===== config.mk =====
export PLATFORM = sky130hd
export DESIGN_NAME = sd_block_responder
export DESIGN_NICKNAME = d
export VERILOG_FILES = /design/src/rtl/sd_block_responder.sv
export SDC_FILE = /design/constraint.sdc
export NUM_CORES = 1
export LEC_CHECK = 0
export BUFFER_PORTS_ARGS = -buffer_cell sky130_fd_sc_hd__buf_2
export CORE_MARGIN = 2
export CORE_UTILIZATION = 40
export CTS_BUF_LIST = sky130_fd_sc_hd__clkbuf_4
export DETAILED_ROUTE_END_ITERATION = 7
export HOLD_SLACK_MARGIN = 0.1
export PLACE_DENSITY = 0.75
export SETUP_SLACK_MARGIN = 0.05
export SLEW_MARGIN = 20
export SYNTH_ARGS = -nofsm -noshare
export SYNTH_HDL_FRONTEND = slang
export SYNTH_SLANG_ARGS = --single-unit

===== constraint.sdc =====
create_clock -name clk_sys -period 5.48 [get_ports clk_sys]
set_input_delay 0.822 -clock clk_sys [delete_from_list [all_inputs] [get_ports clk_sys]]
set_output_delay 0.822 -clock clk_sys [all_outputs]
set_load 0.05 [all_outputs]

===== src/rtl/sd_block_responder.sv =====
// Streams 512-byte sectors between a byte-wide store (1-cycle read) and the core SD buffer; 513 cycles ack-rise to last strobe.
// Build option SD_RESPONDER_WRITE_EN: when defined, write transfers update the store; otherwise the image is forced read-only.
module sd_block_responder #(
  parameter int LBA_BITS = 6
) (
  input  logic                  clk_sys,
  input  logic                  reset,
  input  logic [31:0]           sd_lba,
  input  logic                  sd_rd,
  input  logic                  sd_wr,
  output logic                  sd_ack,
  output logic [8:0]            sd_buff_addr,
  output logic [7:0]            sd_buff_dout,
  output logic                  sd_buff_wr,
  input  logic [7:0]            sd_buff_din,
  output logic [LBA_BITS+8:0]   store_addr,
  output logic                  store_we,
  output logic [7:0]            store_d,
  input  logic [7:0]            store_q,
  input  logic                  mount,
  input  logic                  present,
  input  logic                  readonly_in,
  output logic                  img_mounted,
  output logic                  img_readonly,
  output logic [63:0]           img_size,
  output logic                  busy,
  output logic                  err
);
  typedef enum logic [1:0] {IDLE, XFER_RD, XFER_WR, DONE} state_t;

  localparam logic [63:0] IMG_BYTES = 64'd1 << (LBA_BITS + 9);
`ifdef SD_RESPONDER_WRITE_EN
  localparam logic WR_EN = 1'b1;
`else
  localparam logic WR_EN = 1'b0;
`endif

  state_t                state_q;
  logic [LBA_BITS-1:0]   lba_q;
  logic                  oob_q;
  logic [9:0]            cnt_q;
  logic                  p1_vld_q;
  logic [8:0]            p1_n_q;
  logic                  mount_pend_q;
  logic                  sd_ack_q, sd_buff_wr_q, store_we_q, img_mounted_q, img_readonly_q, err_q;
  logic [8:0]            sd_buff_addr_q;
  logic [7:0]            sd_buff_dout_q, store_d_q;
  logic [LBA_BITS+8:0]   store_addr_q;
  logic [63:0]           img_size_q;

  logic                  oob_d, mount_d, wr_ok_d;
  logic [8:0]            next_n_d;

  always_comb begin
    oob_d    = |sd_lba[31:LBA_BITS];
    mount_d  = mount | mount_pend_q;
    wr_ok_d  = WR_EN & ~oob_q & ~img_readonly_q;
    next_n_d = cnt_q[8:0] + 9'd1;
  end

  // cnt_q issues sector offsets; p1 carries each offset one cycle later, when store_q / sd_buff_din are valid.
  always_ff @(posedge clk_sys) begin
    if (reset) begin
      state_q        <= IDLE;
      lba_q          <= '0;
      oob_q          <= 1'b0;
      cnt_q          <= '0;
      p1_vld_q       <= 1'b0;
      p1_n_q         <= '0;
      mount_pend_q   <= 1'b0;
      sd_ack_q       <= 1'b0;
      sd_buff_wr_q   <= 1'b0;
      store_we_q     <= 1'b0;
      img_mounted_q  <= 1'b0;
      img_readonly_q <= 1'b0;
      err_q          <= 1'b0;
      sd_buff_addr_q <= '0;
      sd_buff_dout_q <= '0;
      store_d_q      <= '0;
      store_addr_q   <= '0;
      img_size_q     <= '0;
    end else begin
      sd_buff_wr_q  <= 1'b0;
      store_we_q    <= 1'b0;
      img_mounted_q <= 1'b0;
      p1_vld_q      <= 1'b0;
      case (state_q)
        IDLE: begin
          if (mount_d) begin
            mount_pend_q   <= 1'b0;
            img_mounted_q  <= 1'b1;
            img_readonly_q <= readonly_in | ~WR_EN;
            img_size_q     <= present ? IMG_BYTES : 64'd0;
            err_q          <= 1'b0;
          end
          if (sd_rd | sd_wr) begin
            state_q        <= sd_rd ? XFER_RD : XFER_WR;
            lba_q          <= sd_lba[LBA_BITS-1:0];
            oob_q          <= oob_d;
            if (oob_d) err_q <= 1'b1;
            cnt_q          <= '0;
            sd_ack_q       <= 1'b1;
            sd_buff_addr_q <= '0;
            store_addr_q   <= {sd_lba[LBA_BITS-1:0], 9'd0};
          end
        end
        XFER_RD, XFER_WR: begin
          if (mount) mount_pend_q <= 1'b1;
          if (!cnt_q[9]) begin
            cnt_q    <= cnt_q + 10'd1;
            p1_vld_q <= 1'b1;
            p1_n_q   <= cnt_q[8:0];
            if (cnt_q[8:0] != 9'd511) begin
              if (state_q == XFER_RD) store_addr_q   <= {lba_q, next_n_d};
              else                    sd_buff_addr_q <= next_n_d;
            end
          end
          if (p1_vld_q) begin
            if (state_q == XFER_RD) begin
              sd_buff_wr_q   <= 1'b1;
              sd_buff_addr_q <= p1_n_q;
              sd_buff_dout_q <= oob_q ? 8'hFF : store_q;
            end else begin
              store_we_q   <= wr_ok_d;
              store_addr_q <= {lba_q, p1_n_q};
              store_d_q    <= sd_buff_din;
            end
          end else if (cnt_q[9]) begin
            state_q <= DONE;
          end
        end
        DONE: begin
          if (mount) mount_pend_q <= 1'b1;
          sd_ack_q <= 1'b0;
          state_q  <= IDLE;
        end
        default: state_q <= IDLE;
      endcase
    end
  end

  assign sd_ack       = sd_ack_q;
  assign sd_buff_addr = sd_buff_addr_q;
  assign sd_buff_dout = sd_buff_dout_q;
  assign sd_buff_wr   = sd_buff_wr_q;
  assign store_addr   = store_addr_q;
  assign store_we     = store_we_q;
  assign store_d      = store_d_q;
  assign img_mounted  = img_mounted_q;
  assign img_readonly = img_readonly_q;
  assign img_size     = img_size_q;
  assign err          = err_q;
  assign busy         = (state_q != IDLE) | mount_pend_q;
endmodule


; ---- Word-level counts from Yosys, hierarchy flattened
; Index checks and enable logic that the tools add are counted.
[word_totals]
register_bits = 139
out_inout_bits = 111
[classes]
n_eq_ne = 10
add_sub_neg = 2
reduce_logical = 20
mux = 35
bitwise_logic = 8
[ops]
columns = operator, n
row1 = 15-bit 2-to-1 mux, 6
row2 = 9-bit 2-to-1 mux, 6
row3 = 15-bit case mux with 2 select lines, 1
row4 = 26-bit OR reduction, 1
row5 = 10-bit 2-to-1 mux, 2
row6 = 10-bit case mux with 2 select lines, 1
row7 = 9-bit case mux with 2 select lines, 1
row8 = 16-bit 2-to-1 mux, 1
row9 = 2-bit AND reduction, 6
row10 = 3-bit AND reduction, 4
row11 = "10-bit by 1-bit adder with 10-bit output, second input constant", 1
row12 = "2-bit != test, second input constant", 5
row13 = "9-bit by 1-bit adder with 9-bit output, second input constant", 1
row14 = 1-bit 2-to-1 mux, 9
row15 = "9-bit != test, second input constant", 1
row16 = 2-bit 2-to-1 mux, 4
row17 = 8-bit 2-to-1 mux, 1
row18 = 2-bit case mux with 3 select lines, 1
row19 = 2-bit nonzero test, 3
row20 = 2-bit OR reduction, 3
row21 = 3-bit OR reduction, 2
row22 = 1-bit inverter, 5
row23 = "2-bit equality test, second input constant", 2
row24 = 1-bit case mux with 2 select lines, 2
row25 = 4 further kinds, 6

; ---- Longest topological paths before layout
[depth]
ltp_word = 7
mapped_depth = 12
mapped_depth_nobuf = 8

; ---- Worst setup path before layout
; No wires, ideal clock.
[synth_timing]
kind = reg2reg
startpoint = register cnt_q[0]
endpoint = register store_addr_q[1], in the netlist store_addr[1]
arrival_time_ps = 2350
period_less_slack_ps = 2436
path_buffers = 2
stages_incl_launch_ff = 11
required_time_ps = 5394
setup_ps = 86
slack_ps = 3044
cell_sequence = dfxtp_1 ha_1 and2_1 clkbuf_1 and2_1 ha_1 or3b_1 buf_6 a211oi_4 nor2_1 a211oi_1
[synth_between]
elab_chain_len = 7
elab_cells_between_ends = 8
classes_between = add/sub: 1 / eq/ne: 1 / mux: 6
[synth_lines]
columns = element, line_no
row1 = "start, declared", 41  ; logic [9:0] cnt_q;
row2 = "start signal, assigned", 110  ; cnt_q <= cnt_q + 10'd1;
row3 = 9-bit by 1-bit adder with 9-bit output, 58  ; next_n_d = cnt_q[8:0] + 9'd1;
row4 = 15-bit 2-to-1 mux, 114  ; if (state_q == XFER_RD) store_addr_q <= {lba_q, next_n_d};
row5 = 15-bit 2-to-1 mux (*), 113  ; if (cnt_q[8:0] != 9'd511) begin
row6 = 15-bit 2-to-1 mux (*), 109  ; if (!cnt_q[9]) begin
row7 = 15-bit 2-to-1 mux, 119  ; if (state_q == XFER_RD) begin
row8 = 15-bit 2-to-1 mux (*), 118  ; if (p1_vld_q) begin
row9 = 15-bit case mux with 2 select lines (*), 87  ; case (state_q)
row10 = "end signal, assigned", 104  ; store_addr_q <= {sd_lba[LBA_BITS-1:0], 9'd0};
row11 = "end signal, assigned", 114
row12 = "end signal, assigned", 125  ; store_addr_q <= {lba_q, p1_n_q};
row13 = "end, declared", 48  ; logic [LBA_BITS+8:0] store_addr_q;
; Mark *: on every way between the ends. The rest lies on a longest branch, timed or not.
; A chain may end at the register's enable or synchronous reset.

; ---- Worst setup path after layout
[layout_timing]
startpoint = register state_q[0]
endpoint = register cnt_q[7]
[layout_between]
elab_chain_len = 4
elab_cells_between_ends = 9
classes_between = eq/ne: 4 / mux: 1 / reduce/logical: 4
[layout_lines]
columns = element, line_no
row1 = "start, declared", 38  ; state_t state_q;
row2 = "start signal, assigned", 97  ; state_q <= sd_rd ? XFER_RD : XFER_WR;
row3 = 2-bit by 1-bit equality test with 1-bit output / 2-bit equality test (equally long branches), 87
row4 = 2-bit OR reduction, 87
row5 = 2-bit != test (no source line) / 2-bit nonzero test (equally long branches), n/a
row6 = 3-bit AND reduction (no source line), n/a
; Parallel ways exist; a longest one is shown, timed or not.

==> impl_metrics.py <==
metrics = {
    "run_status": {
        "status": "completed",
    },
    "finish": {
        "layout.cells.non_filler": 712,
        "diodes": 0,
        "syn2layout_area_growth_pct": 11.0,
        "drive_gt1_share_pct": 21.4,
        "layout.nets": 634,
        "design_area_mm2": 0.00439,
    },
    "setup_path": {
        "start_kind": "flop",
        "reg2reg_from": "state_q[0]$_SDFFE_PP0P_",
        "crit_type": "reg -> reg",
        "r2r_cells": 6,
        "cpPeakStageDelay_ns": 0.87,
        "cp.required_ns": 5.84,
        "reg2reg_to": "cnt_q[7]$_SDFFE_PP0P_",
        "r2r_slack_ns": 2.42,
        "crit_slowest_cell": "ha_1",
        "crit_chain": "inv_1 > ha_1 > nand2b_1 > nor2_1 > o21ai_0 > a211oi_1",
        "path_max_fanout": 27,
        "critical_path.top_delay_family": "simple AND/OR/NAND/NOR gates",
        "crit_buf_inv": 1,
        "arrival_ns": 3.42,
        "cp-end-kind": "flop",
    },
    "placed_design": {
        "place_area_mm2": 0.00425,
        "io_buffers": 100,
        "dpl.cell_count": 696,
        "dpl.hpwl_mm": 7.02,
        "gp_congestion": 0.900,
    },
    "die": {
        "io_pins": 166,
        "fp.coreArea_mm2": 0.00968,
        "start_util_pct": 40.9,
        "die_area_mm2": 0.0107,
        "die_h_um": 103,
        "std_cell_rows": 36,
        "die_w_um": 103,
    },
    "detailed_routing": {
        "vias": 3721,
        "vias_per_cell": 5.23,
        "firstDrtPassIters": 6,
        "wl_per_cell_um": 13.9,
        "drc_errors": 0,
        "ant_nets": 0,
        "routed_wl_mm": 9.89,
        "drt-initial-drc-count": 280,
    },
    "clocking": {
        "post_cts_buffers": 0,
        "cts_hold_buffers": 0,
        "clock-sinks": 76,
        "clockBufferDepth": 2,
        "root_buffer": "clkbuf_4",
        "cts_resized": 0,
        "path_clk_slew_ns": 0.13,
        "cts_tree": "done",
        "insertion_delay_ns": 0.44,
        "cts_buffers": 9,
        "htree_num_levels": 3,
    },
    "logic_synthesis": {
        "yosysTopAreaCell": "dfxtp_1",
        "ys_ff_latch": 76,
        "yosys_warnings": 0,
        "netlist_area_mm2": 0.00396,
        "netlist_instances": 494,
        "synth_xor_area_share_pct": 0.664,
        "yosys.area.top_type_share_pct": 38.4,
        "yosys.area_share.simple_pct": 21.7,
        "synth-async-reset-ratio_pct": 0,
        "ys_top_cells_by_area": "dfxtp_1, buf_4, a21oi_1",
        "synth_compound_area_share_pct": 20.6,
        "ys.flop_type": "dfxtp_1",
        "synth_edf_count": 0,
        "synthAdderAreaFrac_pct": 1.58,
        "syn_avg_cell_area_um2": 8.01,
        "synth_cell_types": 52,
        "ys_seq_area_share_pct": 38.4,
        "synth_top_family_by_area": "simple AND/OR/NAND/NOR gates",
        "synthMuxAreaShare_pct": 0.759,
    },
    "pwr": {
        "leakage_nw": 1.90,
        "total_power_mw": 2.32,
        "p_per_area_mw_per_mm2": 528,
        "ir_drop_v": 0.000233,
    },
    "worst_hold_path": {
        "hold_class": "reg -> reg",
        "min_to": "img_readonly$_SDFFE_PP0P_",
        "hp-start": "img_readonly$_SDFFE_PP0P_",
        "hold_depth": 2,
    },
    "grt": {
        "antenna_found_initial": 0,
        "grt_pass1_wl_mm": 14.9,
        "grt_start_max_net_pins": 64,
        "track_usage_pct": 17.8,
        "grt_pass1_vias": 3150,
        "grt-ovfl-total": 0,
    },
    "timing": {
        "layout_min_cycle_time_ns": 3.06,
        "relSlewSlack_pct": 24.1,
        "fmax_mhz": 327,
        "slew_violations": 0,
        "timing_hold_violations_final": 0,
        "fin_setup_tns_ns": 0,
        "setup_violations": 0,
        "fin_skew_ns": 0.0146,
        "rsz0062_at_grt": "no",
        "worst_pin_slew_ns": 1.13,
        "fin_crit_sh_pct": 55.8,
    },
    "run": {
        "cap_viol_max_count": 0,
    },
}
-- cells in the final DEF, fill, tap and decap left out, types with 3 or more instances in the layout --
cell type | netlist | layout
nor4_1 | 8 | 8
a21oi_1 | 43 | 43
o221a_2 | 3 | 3
nand2_1 | 56 | 56
o21a_1 | 3 | 3
and3_1 | 3 | 3
nor3_1 | 29 | 29
inv_1 | 5 | 5
clkinvlp_4 | 0 | 3
ha_1 | 5 | 5
a21o_1 | 6 | 6
buf_2 | 6 | 100
a22oi_1 | 9 | 9
a211oi_1 | 10 | 10
nand3_1 | 18 | 18
nor2_1 | 41 | 41
and2_1 | 3 | 3
clkbuf_4 | 0 | 9
nand2b_1 | 7 | 7
o21ai_0 | 21 | 21
conb_1 | 1 | 64
nand4_1 | 3 | 3
mux2i_1 | 3 | 3
a31oi_1 | 6 | 6
dfxtp_1 | 76 | 76
o221ai_1 | 6 | 6
-- worst max-delay path by stage --
stage                                  startpoint                          to  slack [ns]  cells past startpoint
after detailed placement    cnt_q[0]$_SDFFE_PP0P_  store_addr[2]$_SDFFE_PP0P_        2.52                      8
after global routing      state_q[1]$_SDFFE_PP0P_       cnt_q[7]$_SDFFE_PP0P_        2.11                      6
after global placement    state_q[0]$_SDFFE_PP0P_       cnt_q[7]$_SDFFE_PP0P_        2.54                      6
after floorplan             cnt_q[0]$_SDFFE_PP0P_  store_addr[1]$_SDFFE_PP0P_        3.04                     10
after CTS                 state_q[0]$_SDFFE_PP0P_       cnt_q[7]$_SDFFE_PP0P_        2.48                      6
final                     state_q[0]$_SDFFE_PP0P_       cnt_q[7]$_SDFFE_PP0P_        2.42                      6
-- routing by layer --
metal,track usage (%),share of wire [%]
met5,0,0
met3,4.44,8.5
met2,29.6,47
met1,22.1,42
met4,6.98,2.0
-- Yosys cell counts, types with 3 or more instances --
cell and instances:
o221ai_1 6, buf_2 6, nand2_1 56, nand2b_1 7, inv_1 5, and2_1 3, o21ai_1 3, nor3_1 29
and3_1 3, clkbuf_1 20, a211oi_1 10, o221a_2 3, ha_1 5, o21a_1 3, a21oi_1 43, a21o_1 6
nor2_1 41, buf_1 3, a31oi_1 6, dfxtp_1 76, mux2i_1 3, a22oi_1 9, o21ai_0 21, nand3_1 18
nor4_1 8, nand4_1 3, buf_4 64
-- stage by stage --
step	util, %	setup slack [ns]	hold WS (ns)
floorplan	-	3.04	0.433
global placement	43.9	2.54	0.431
detailed placement	43.9	2.52	0.437
CTS	45.3	2.48	0.461
global route	45.4	2.11	0.483
finish	45.4	2.42	0.458
-- tightest hold or removal path, cell delays in order (launching register included) --
cell	delay, ns
dfxtp_1	0.33
inv_1	0.05
a21oi_1	0.05
-- kinds of logic (layout without fill, tap and decap cells) --
logic type,after synthesis,count (layout)
buffers and inverters,100,122
adders and majority gates,5,5
other,1,64
AOI/OAI and AO/OA,125,125
xor gates and xnor gates,3,3
DFF,76,76
and+or+nand+nor,181,181
muxes,3,3
-- registers in the layout (all words and copies together), names as in the netlist --
name	count
sd_buff_dout	8
lba_q	6
store_addr	15
mount_pend_q	1
cnt_q	10
sd_ack	1
img_mounted	1
p1_vld_q	1
img_readonly	1
oob_q	1
sd_buff_addr	9
sd_buff_wr	1
img_size	1
store_d	8
state_q	2
err	1
p1_n_q	9
-- report_power, final --
| part | leakage [nW] | internal (mW) | switching [mW] |
|---|---|---|---|
| Clock | 0.0666 | 0.140 | 0.213 |
| Combinational | 1.22 | 0.290 | 0.927 |
| Sequential | 0.618 | 0.666 | 0.0852 |
-- final cells by class --
cell class              count  area, um^2
inverters                   5        18.8
clock buffers               9        67.6
multi-input cells         381        2040
well taps                 133         166
fillers                   998        5290
flip-flops and latches     76        1520
clock inverters             7        73.8
repair buffers            101         508
No activity file was read; power rests on OpenSTA's default activity.
